### src/rtl/pkt_rr_scheduler_pkg.sv
// Shared definitions for the packet round-robin scheduler: FSM state
// encoding, the default inter-frame gap and a width helper for port indices.
package pkt_rr_scheduler_pkg;

  localparam logic [1:0] lpIDLE = 2'b00;
  localparam logic [1:0] lpREAD = 2'b01;
  localparam logic [1:0] lpGAP  = 2'b10;

  localparam int lpIFG_DEFAULT = 12;

  // Bits needed to index n items; never less than one bit.
  function automatic int idx_width(input int n);
    return (n > 1) ? $clog2(n) : 1;
  endfunction

endpackage

### src/rtl/pkt_rr_scheduler_rr_pick.sv
// rr_pick: combinational round-robin selector. Returns the first request at
// or after i_ptr (with wrap) as a one-hot vector, an index and a valid flag.
module rr_pick
  import pkt_rr_scheduler_pkg::*;
#(
  parameter int pN  = 4,
  parameter int pIW = idx_width(pN)
) (
  input  logic [pN-1:0]  i_req,
  input  logic [pIW-1:0] i_ptr,
  output logic [pN-1:0]  o_gnt_oh,
  output logic [pIW-1:0] o_gnt_idx,
  output logic           o_valid
);

  logic [pN-1:0]  rot;
  logic [pIW-1:0] off;
  logic [pIW:0]   sum;

  // Rotate requests so the pointer sits at bit 0, take the lowest set bit,
  // then map the offset back to an absolute port index.
  always_comb begin
    // NOTE: every output gets a default first so no path leaves it unassigned (no latch).
    o_valid   = 1'b0;
    off       = '0;
    sum       = '0;
    o_gnt_idx = '0;
    o_gnt_oh  = '0;
    rot       = pN'({i_req, i_req} >> i_ptr);
    for (int k = 0; k < pN; k++) begin
      if (!o_valid && rot[k]) begin
        o_valid = 1'b1;
        off     = pIW'(k);
      end
    end
    sum = {1'b0, i_ptr} + {1'b0, off};
    if (sum >= (pIW+1)'(pN)) sum = sum - (pIW+1)'(pN);
    o_gnt_idx = sum[pIW-1:0];
    if (o_valid) o_gnt_oh = pN'(1) << o_gnt_idx;
  end

endmodule

### src/rtl/pkt_rr_scheduler.sv
// pkt_rr_scheduler: shares one transmit datapath between pPORTS packet
// buffers. Round-robin picks a buffer with a complete packet, pops its
// length, streams that many beats and then enforces an inter-frame gap.
// Optional per-port packet counters: define PKT_SCHED_STATS_EN.
module pkt_rr_scheduler
  import pkt_rr_scheduler_pkg::*;
#(
  parameter int pPORTS      = 4,
  parameter int pDATA_WIDTH = 8,
  parameter int pLEN_WIDTH  = 11,
  parameter int pIFG        = lpIFG_DEFAULT
) (
  input  logic                          iclk,
  input  logic                          i_rst,
  input  logic [pPORTS-1:0]             i_pkt_avail,
  input  logic [pPORTS*pLEN_WIDTH-1:0]  i_pkt_len,
  input  logic [pPORTS*pDATA_WIDTH-1:0] i_rx_d,
  input  logic                          i_hold,
  output logic [pPORTS-1:0]             o_len_pop,
  output logic [pPORTS-1:0]             o_rd_en,
  output logic [pDATA_WIDTH-1:0]        o_tx_d,
  output logic                          o_tx_en,
  output logic [idx_width(pPORTS)-1:0]  o_grant,
  output logic                          o_busy
`ifdef PKT_SCHED_STATS_EN
  ,
  output logic [pPORTS*16-1:0]          o_pkt_cnt
`endif
);

  localparam int lpIW = idx_width(pPORTS);
  localparam int lpGW = idx_width(pIFG);

  logic [1:0]            state;
  logic [lpIW-1:0]       rr_ptr;
  logic [lpIW-1:0]       next_ptr;
  logic [pLEN_WIDTH-1:0] rem;
  logic [lpGW-1:0]       gap_cnt;
  logic [pPORTS-1:0]     pick_oh;
  logic [lpIW-1:0]       pick_idx;
  logic                  pick_valid;
  logic                  grant_fire;
  logic [pLEN_WIDTH-1:0] pick_len;

  rr_pick #(.pN(pPORTS), .pIW(lpIW)) u_rr_pick (
    .i_req     (i_pkt_avail),
    .i_ptr     (rr_ptr),
    .o_gnt_oh  (pick_oh),
    .o_gnt_idx (pick_idx),
    .o_valid   (pick_valid)
  );

  // Strobes are gated by reset so sources never pop or advance while the
  // scheduler is being cleared.
  assign grant_fire = (state == lpIDLE) && pick_valid && !i_hold && !i_rst;
  assign pick_len   = i_pkt_len[pick_idx*pLEN_WIDTH +: pLEN_WIDTH];
  assign next_ptr   = (pick_idx == lpIW'(pPORTS-1)) ? '0 : pick_idx + 1'b1;
  assign o_busy     = (state != lpIDLE);

  // Single-cycle pop in the grant cycle and one-hot beat strobe while reading.
  always_comb begin
    o_len_pop = grant_fire ? pick_oh : '0;
    o_rd_en   = '0;
    if (state == lpREAD && !i_rst) o_rd_en = pPORTS'(1) << o_grant;
  end

  // Control FSM: grant in IDLE, count beats in READ, count idle cycles in GAP.
  always_ff @(posedge iclk) begin
    // NOTE: non-blocking assignments so every register samples pre-edge values.
    if (i_rst) begin
      state   <= lpIDLE;
      o_grant <= '0;
      rr_ptr  <= '0;
      rem     <= '0;
      gap_cnt <= '0;
    end else begin
      case (state)
        lpIDLE: begin
          if (grant_fire) begin
            o_grant <= pick_idx;
            rr_ptr  <= next_ptr;
            rem     <= pick_len;
            state   <= (pick_len != '0) ? lpREAD : lpGAP;
          end
        end
        lpREAD: begin
          rem <= rem - 1'b1;
          if (rem == pLEN_WIDTH'(1)) state <= lpGAP;
        end
        lpGAP: begin
          if (gap_cnt == lpGW'(pIFG-1)) begin
            gap_cnt <= '0;
            state   <= lpIDLE;
          end else begin
            gap_cnt <= gap_cnt + 1'b1;
          end
        end
        default: state <= lpIDLE;
      endcase
    end
  end

  // Registered transmit beat: the source data is valid alongside o_rd_en.
  always_ff @(posedge iclk) begin
    if (i_rst) begin
      o_tx_en <= 1'b0;
      o_tx_d  <= '0;
    end else begin
      o_tx_en <= |o_rd_en;
      if (|o_rd_en) o_tx_d <= i_rx_d[o_grant*pDATA_WIDTH +: pDATA_WIDTH];
    end
  end

`ifdef PKT_SCHED_STATS_EN
  logic [15:0] pkt_cnt [pPORTS];

  for (genvar n = 0; n < pPORTS; n++) begin : g_stats
    // Per-port packet count, wrapping naturally at 16 bits.
    always_ff @(posedge iclk) begin
      if (i_rst)             pkt_cnt[n] <= '0;
      else if (o_len_pop[n]) pkt_cnt[n] <= pkt_cnt[n] + 16'd1;
    end
    assign o_pkt_cnt[n*16 +: 16] = pkt_cnt[n];
  end
`endif

endmodule
### config.mk
export PLATFORM = sky130hd
export DESIGN_NAME = pkt_rr_scheduler
export DESIGN_NICKNAME = d
export VERILOG_FILES = /design/src/rtl/pkt_rr_scheduler_pkg.sv /design/src/rtl/pkt_rr_scheduler_rr_pick.sv /design/src/rtl/pkt_rr_scheduler.sv
export SDC_FILE = /design/constraint.sdc
export NUM_CORES = 1
export LEC_CHECK = 0
export ABC_AREA = 1
export ABC_CLOCK_PERIOD_IN_PS = 3500
export BUFFER_PORTS_ARGS = -buffer_cell sky130_fd_sc_hd__buf_2
export CAP_MARGIN = 20
export CORE_MARGIN = 8
export CORE_UTILIZATION = 49
export CTS_BUF_LIST = sky130_fd_sc_hd__clkbuf_8
export DETAILED_ROUTE_END_ITERATION = 12
export GPL_TIMING_DRIVEN = 0
export PLACE_DENSITY = 0.81
export SLEW_MARGIN = 10
export SYNTH_ARGS = -nofsm -noshare
export SYNTH_HDL_FRONTEND = slang
export SYNTH_SLANG_ARGS = --single-unit
export TNS_END_PERCENT = 5
### constraint.sdc
create_clock -name iclk -period 3.5 [get_ports iclk]
set_input_delay 0.7 -clock iclk [delete_from_list [all_inputs] [get_ports iclk]]
set_output_delay 0.7 -clock iclk [all_outputs]
set_load 0.1 [all_outputs]
* Word level (Yosys, flattened, before mapping) *
Cells that the tools add are included.

cells by class
  bitwise operators = 0
  equality and inequality tests = 8
  muxes and demuxes = 20
  $mul = 1
  divide/modulo/power cells = 0
  shifts and indexed selects = 5
  $add $sub $neg = 5
  magnitude comparators = 1
  reduce and logical (&&, ||, !) cells = 20

operator list
  cell                     count
  $shiftx A44 B7 Y11       1
  $shiftx A32 B6 Y8        1
  $pmux W11 S2             1
  $mux W2                  8
  $mux W4                  4
  $eq A11 B1 Y1 const B    1
  $mux W11                 1
  $reduce_bool A11 Y1      1
  $sub A11 B1 Y11 const B  1
  $shl A1 B2 Y4 const A    2
  $shr A8 B2 Y4            1
  $logic_and A1 B1 Y1      7
  $mul A2 B4 Y6 const B    1
  $pmux W2 S3              1
  $logic_not A1 Y1         5
  $mux W1                  5
  $add A4 B1 Y4 const B    1
  $eq A2 B2 Y1 const B     2
  $eq A4 B4 Y1 const B     1
  $ne A2 B2 Y1 const B     2
  $reduce_and A2 Y1        2
  $reduce_bool A2 Y1       2
  $reduce_or A4 Y1         1
  $add A2 B2 Y3            1
  7 further kinds          7

storage, ports and cells
  bits of input ports = 83
  flip-flop bits (word level) = 30
  bits in writable memories = 0
  output and inout port bits = 20
  memories = 0
  word-level logic and storage cells = 67
  ROM bits = 0
  bits in latches = 0

* Logic depth before layout (Yosys ltp) *
  word-level depth = 20
  mapped depth = 19
  mapped depth without buffers = 18

* Hierarchy *
Synthesis repeated with hierarchy kept, for this count alone.

unflattened totals
  cells, all modules = 391
  area, all modules = 2274.7 um^2

by module, submodules not included
  module            area each (um^2)  times used  cells an instance  seq. area each (um^2)
  pkt_rr_scheduler  2062.0            1           348                600.6
  rr_pick           212.7             1           43                 0.0

* Worst setup path before layout *
No wires, ideal clock.

  path kind = in2out
  from = in i_rst
  to = out o_rd_en[0]
  stages = 4
  arrival time = 3409 ps
  buffers on the path = 1
  slack = -609 ps
  path through = clkbuf_1 -> nor2_1 -> inv_1 -> nor3_1

between the ends
  longest elaborated chain between the ends = 3

ends and longest elaborated chain
  item                 line                    RTL
  from (decl)          pkt_rr_scheduler.sv:14  input logic i_rst,
  $logic_not A1 Y1     pkt_rr_scheduler.sv:64  if (state == lpREAD && !i_rst) o_rd_en = pPORTS'(1) << o_grant;
  $logic_and A1 B1 Y1  pkt_rr_scheduler.sv:64
  $mux W4              pkt_rr_scheduler.sv:64
  to (decl)            pkt_rr_scheduler.sv:20  output logic [pPORTS-1:0] o_rd_en,

No other way between the ends.

* Final worst setup path *
  from = in i_pkt_avail[1]
  to = out o_len_pop[0]

between the ends
  longest elaborated chain between the ends = 17

ends and longest elaborated chain
  item                                           line                            RTL
  from (decl)                                    pkt_rr_scheduler.sv:15          input logic [pPORTS-1:0] i_pkt_avail,
  $shr A8 B2 Y4 (*)                              pkt_rr_scheduler_rr_pick.sv:29  rot = pN'({i_req, i_req} >> i_ptr);
  $mux W1                                        pkt_rr_scheduler_rr_pick.sv:31  if (!o_valid && rot[k]) begin
  $logic_not A1 Y1                               pkt_rr_scheduler_rr_pick.sv:31
  $logic_and A1 B1 Y1                            pkt_rr_scheduler_rr_pick.sv:31
  $mux W1                                        pkt_rr_scheduler_rr_pick.sv:31
  $logic_not A1 Y1                               pkt_rr_scheduler_rr_pick.sv:31
  $logic_and A1 B1 Y1                            pkt_rr_scheduler_rr_pick.sv:31
  $mux W1                                        pkt_rr_scheduler_rr_pick.sv:31
  (+2 left out)                                  n/a
  $mux W2 (*)                                    pkt_rr_scheduler_rr_pick.sv:31
  $add A2 B2 Y3 (*)                              pkt_rr_scheduler_rr_pick.sv:36  sum = {1'b0, i_ptr} + {1'b0, off};
  $ge A3 B3 Y1 or $sub A2 B1 Y2 (tied branches)  pkt_rr_scheduler_rr_pick.sv:37  if (sum >= (pIW+1)'(pN)) sum = sum - (pIW+1)'(pN);
  $mux W2 (*)                                    pkt_rr_scheduler_rr_pick.sv:37
  named net pick_idx[1]                          pkt_rr_scheduler.sv:40          logic [lpIW-1:0] pick_idx;
  $shl A1 B2 Y4 (*)                              pkt_rr_scheduler_rr_pick.sv:39  if (o_valid) o_gnt_oh = pN'(1) << o_gnt_idx;
  $mux W4 (*)                                    pkt_rr_scheduler_rr_pick.sv:39
  $mux W4 (*)                                    pkt_rr_scheduler.sv:62          o_len_pop = grant_fire ? pick_oh : '0;
  to (decl)                                      pkt_rr_scheduler.sv:19          output logic [pPORTS-1:0] o_len_pop,

Mark *: on every way through the listed nets, which the timed path passes. The rest lies on a longest branch.

==> flow_summary.ini <==
[run_status]
outcome = finished, final reports clean

[power_and_ir_drop]
ir_drop_mv = 0.257
power.density_mw_per_mm2 = 539
leakage_nw = 1.54
power_mw = 1.64

[global_route]
antenna_found_initial = 0
grt_pass1_wl_microns = 11800
grt_pass1_vias = 2689
grt_max_degree = 12
globalRouteOverflowTotal = 0
track_usage_pct = 19.6

[setup_path]
worstPathRequired_ps = 2800
path_buf_inv = 6
path_cells = buf_2 > nand2_1 > nand3_1 > nand2_2 > nand3_1 > a21boi_1 > ha_2 > xor2_2 > inv_1 > nand3_2 > nand2_4 > buf_12 > inv_2 > ha_1 > inv_1 > nor2_2 > buf_12
crit_fanout = 11
cp-start-kind = input pin
crit_type = input pin to primary output
cp_slowest_cell = ha_2
rrSetupSlack_ps = 820
cpPeakStageDelay_ps = 210
cpLargestDelayFamily = buffers and inverters
arrival_ps = 2710
end_kind = primary output

[die]
dieWidth_microns = 84.8
start_util_pct = 50.1
die_h_microns = 84.8
dieArea_sq_mm = 0.00719
row_count = 25
ioPinCount = 103
coreArea_sq_mm = 0.00463

[final_layout]
most-common-layout-cells = 101 x buf_2, 92 x nand2_1, 36 x nand3_1
drive_above_1_share_pct = 31.6
final_common_cell = buf_2
antenna_cells = 0
fin_util_pct = 65.8
final_nets = 555
area_growth_pct = 31.5

[route]
remaining_drc_errors = 0
wl_microns = 7140
ant_nets = 0
routedWlPerCell_microns = 13.8
first_iter_violations = 163
num_vias = 2710
vias_per_cell = 5.22
dr.pass1.iters = 4

[timing]
worst_pin_slew_ps = 596
worst_slack_ps = 90.3
fmax_mhz = 293
slew_violations = 0
fin_crit_sh_pct = 97.4
min_period_ps = 3410
setup_viol = 0
hold_viol_final = 0
rsz0062_at_grt = yes
clock_skew_ps = 4.16
slew_headroom_pct = 60.1

[place]
post-place-ws_ps = -150
gp_congestion = 0.881
io_buffers = 101
dpl.hpwl_microns = 5650

[clocking]
hold_buffers = 0
clkSinkCount = 30
clockBufferDepth = 2
h-tree-depth = 2
clock_latency_ps = 280
cts_tree = done
cts.clk_slew.worst_paths_ps = 60
cts_root_buf = clkbuf_8
cts_inserted_buffers = 5

[synthesis]
yosysWarnings = 0
syn_inst = 356
synth-seq-cells = 30
seq_area_frac_synth_pct = 25.9
synth_fp_nets = 447
netlist_area_sq_mm = 0.00232
syn_avg_cell_area_sq_um = 6.51
synth.distinct_cells = 37

[hold_path]
hold_path.class = flip-flop to flip-flop

[flow_run]
max-cap-violations = 0
-- path summary, 6_finish.rpt --
kind,startpoint,end,depth (start not counted)
setup / recovery,i_pkt_avail[1],o_len_pop[0],17
hold / removal,o_tx_d[7]$_SDFFE_PP0P_,o_tx_d[7]$_SDFFE_PP0P_,2
setup reg to reg,rr_ptr[0]$_SDFFE_PP0P_,state[0]$_SDFFE_PP0P_,16
hold reg to reg,o_tx_d[7]$_SDFFE_PP0P_,o_tx_d[7]$_SDFFE_PP0P_,2
-- stage by stage --
stage,instances,instance area (sq um),hold slack [ps],TNS (ps)
after floorplan,356,2320,437,-4030
after global placement,511,2890,453,-226
after detailed placement,511,2890,463,-424
after CTS,519,3010,474,0
after global routing,519,3050,494,-77.7
final,519,3050,474,0
-- tightest hold or removal path, cell delays in order, from the launching register on --
cell and delay, ps:
dfxtp_1 310, nand3_1 70, nand2_1 50
-- layout make-up --
class / instances / area [sq um]
Fill cell: 429 / 1580
Clock inverter: 2 / 12.5
Multi-Input combinational cell: 279 / 1520
Buffer: 13 / 85.1
Timing Repair Buffer: 101 / 544
Tap cell: 54 / 67.6
Inverter: 34 / 129
Clock buffer: 6 / 82.6
Sequential cell: 30 / 603
-- kinds of logic after synthesis --
logic type                 count (synthesis)  synth area share (%)
muxes                                     21                  9.07
adders and majority gates                  8                  4.32
DFF                                       30                  25.9
AOI/OAI and AO/OA                         55                  14.4
buffers and inverters                     47                  9.12
xor gates and xnor gates                   1                 0.378
and+or+nand+nor                          194                  36.9
-- power breakdown --
group          internal, mW  switching [mW]  leakage [nW]
logic                 0.327           0.594          1.25
clock network         0.158           0.140        0.0472
registers             0.385          0.0401         0.246
-- layer usage --
metal / global-route usage [%] / part of all wire, % / up-vias
met5: 0 / 0 / -
met1: 21.4 / 43 / 1187
met2: 34.8 / 48 / 109
li1: - / - / 1404
met4: 4.53 / 1.1 / 0
met3: 7.32 / 8.5 / 10
-- sequential cells by signal (all words and copies together), names as in the netlist --
name	cells
gap_cnt	4
o_grant	2
o_tx_d	8
o_tx_en	1
rem	11
rr_ptr	2
state	2
-- synthesized netlist by cell type, drive strengths merged --
master | instances | area (sq um)
inv | 33 | 124
nand3 | 38 | 200
clkinv | 1 | 5.00
dfxtp | 30 | 601
nor2 | 38 | 150
nand4 | 7 | 43.8
o2111ai | 1 | 8.76
ha | 8 | 100
nor3 | 6 | 30.0
clkbuf | 5 | 18.8
or2 | 1 | 6.26
xor2 | 1 | 8.76
o311ai | 1 | 8.76
a21oi | 16 | 83.8
a31oi | 8 | 50.1
buf | 8 | 63.8
nand2 | 103 | 417
o21ai | 15 | 78.8
a211oi | 2 | 15.0
o22ai | 2 | 12.5
a21boi | 2 | 15.0
o211ai | 1 | 7.51
nand3b | 1 | 7.51
mux2i | 21 | 210
a22oi | 5 | 37.5
o21a | 2 | 15.0
-- repair_timing --
item | in CTS | in global routing
endpoints found under the setup margin | 4 | 4
buffers inserted | 0 | 0
gates resized for setup | 8 | 16
pin swaps | 0 | 3
Note: power is estimated with default switching activity, not from simulation.
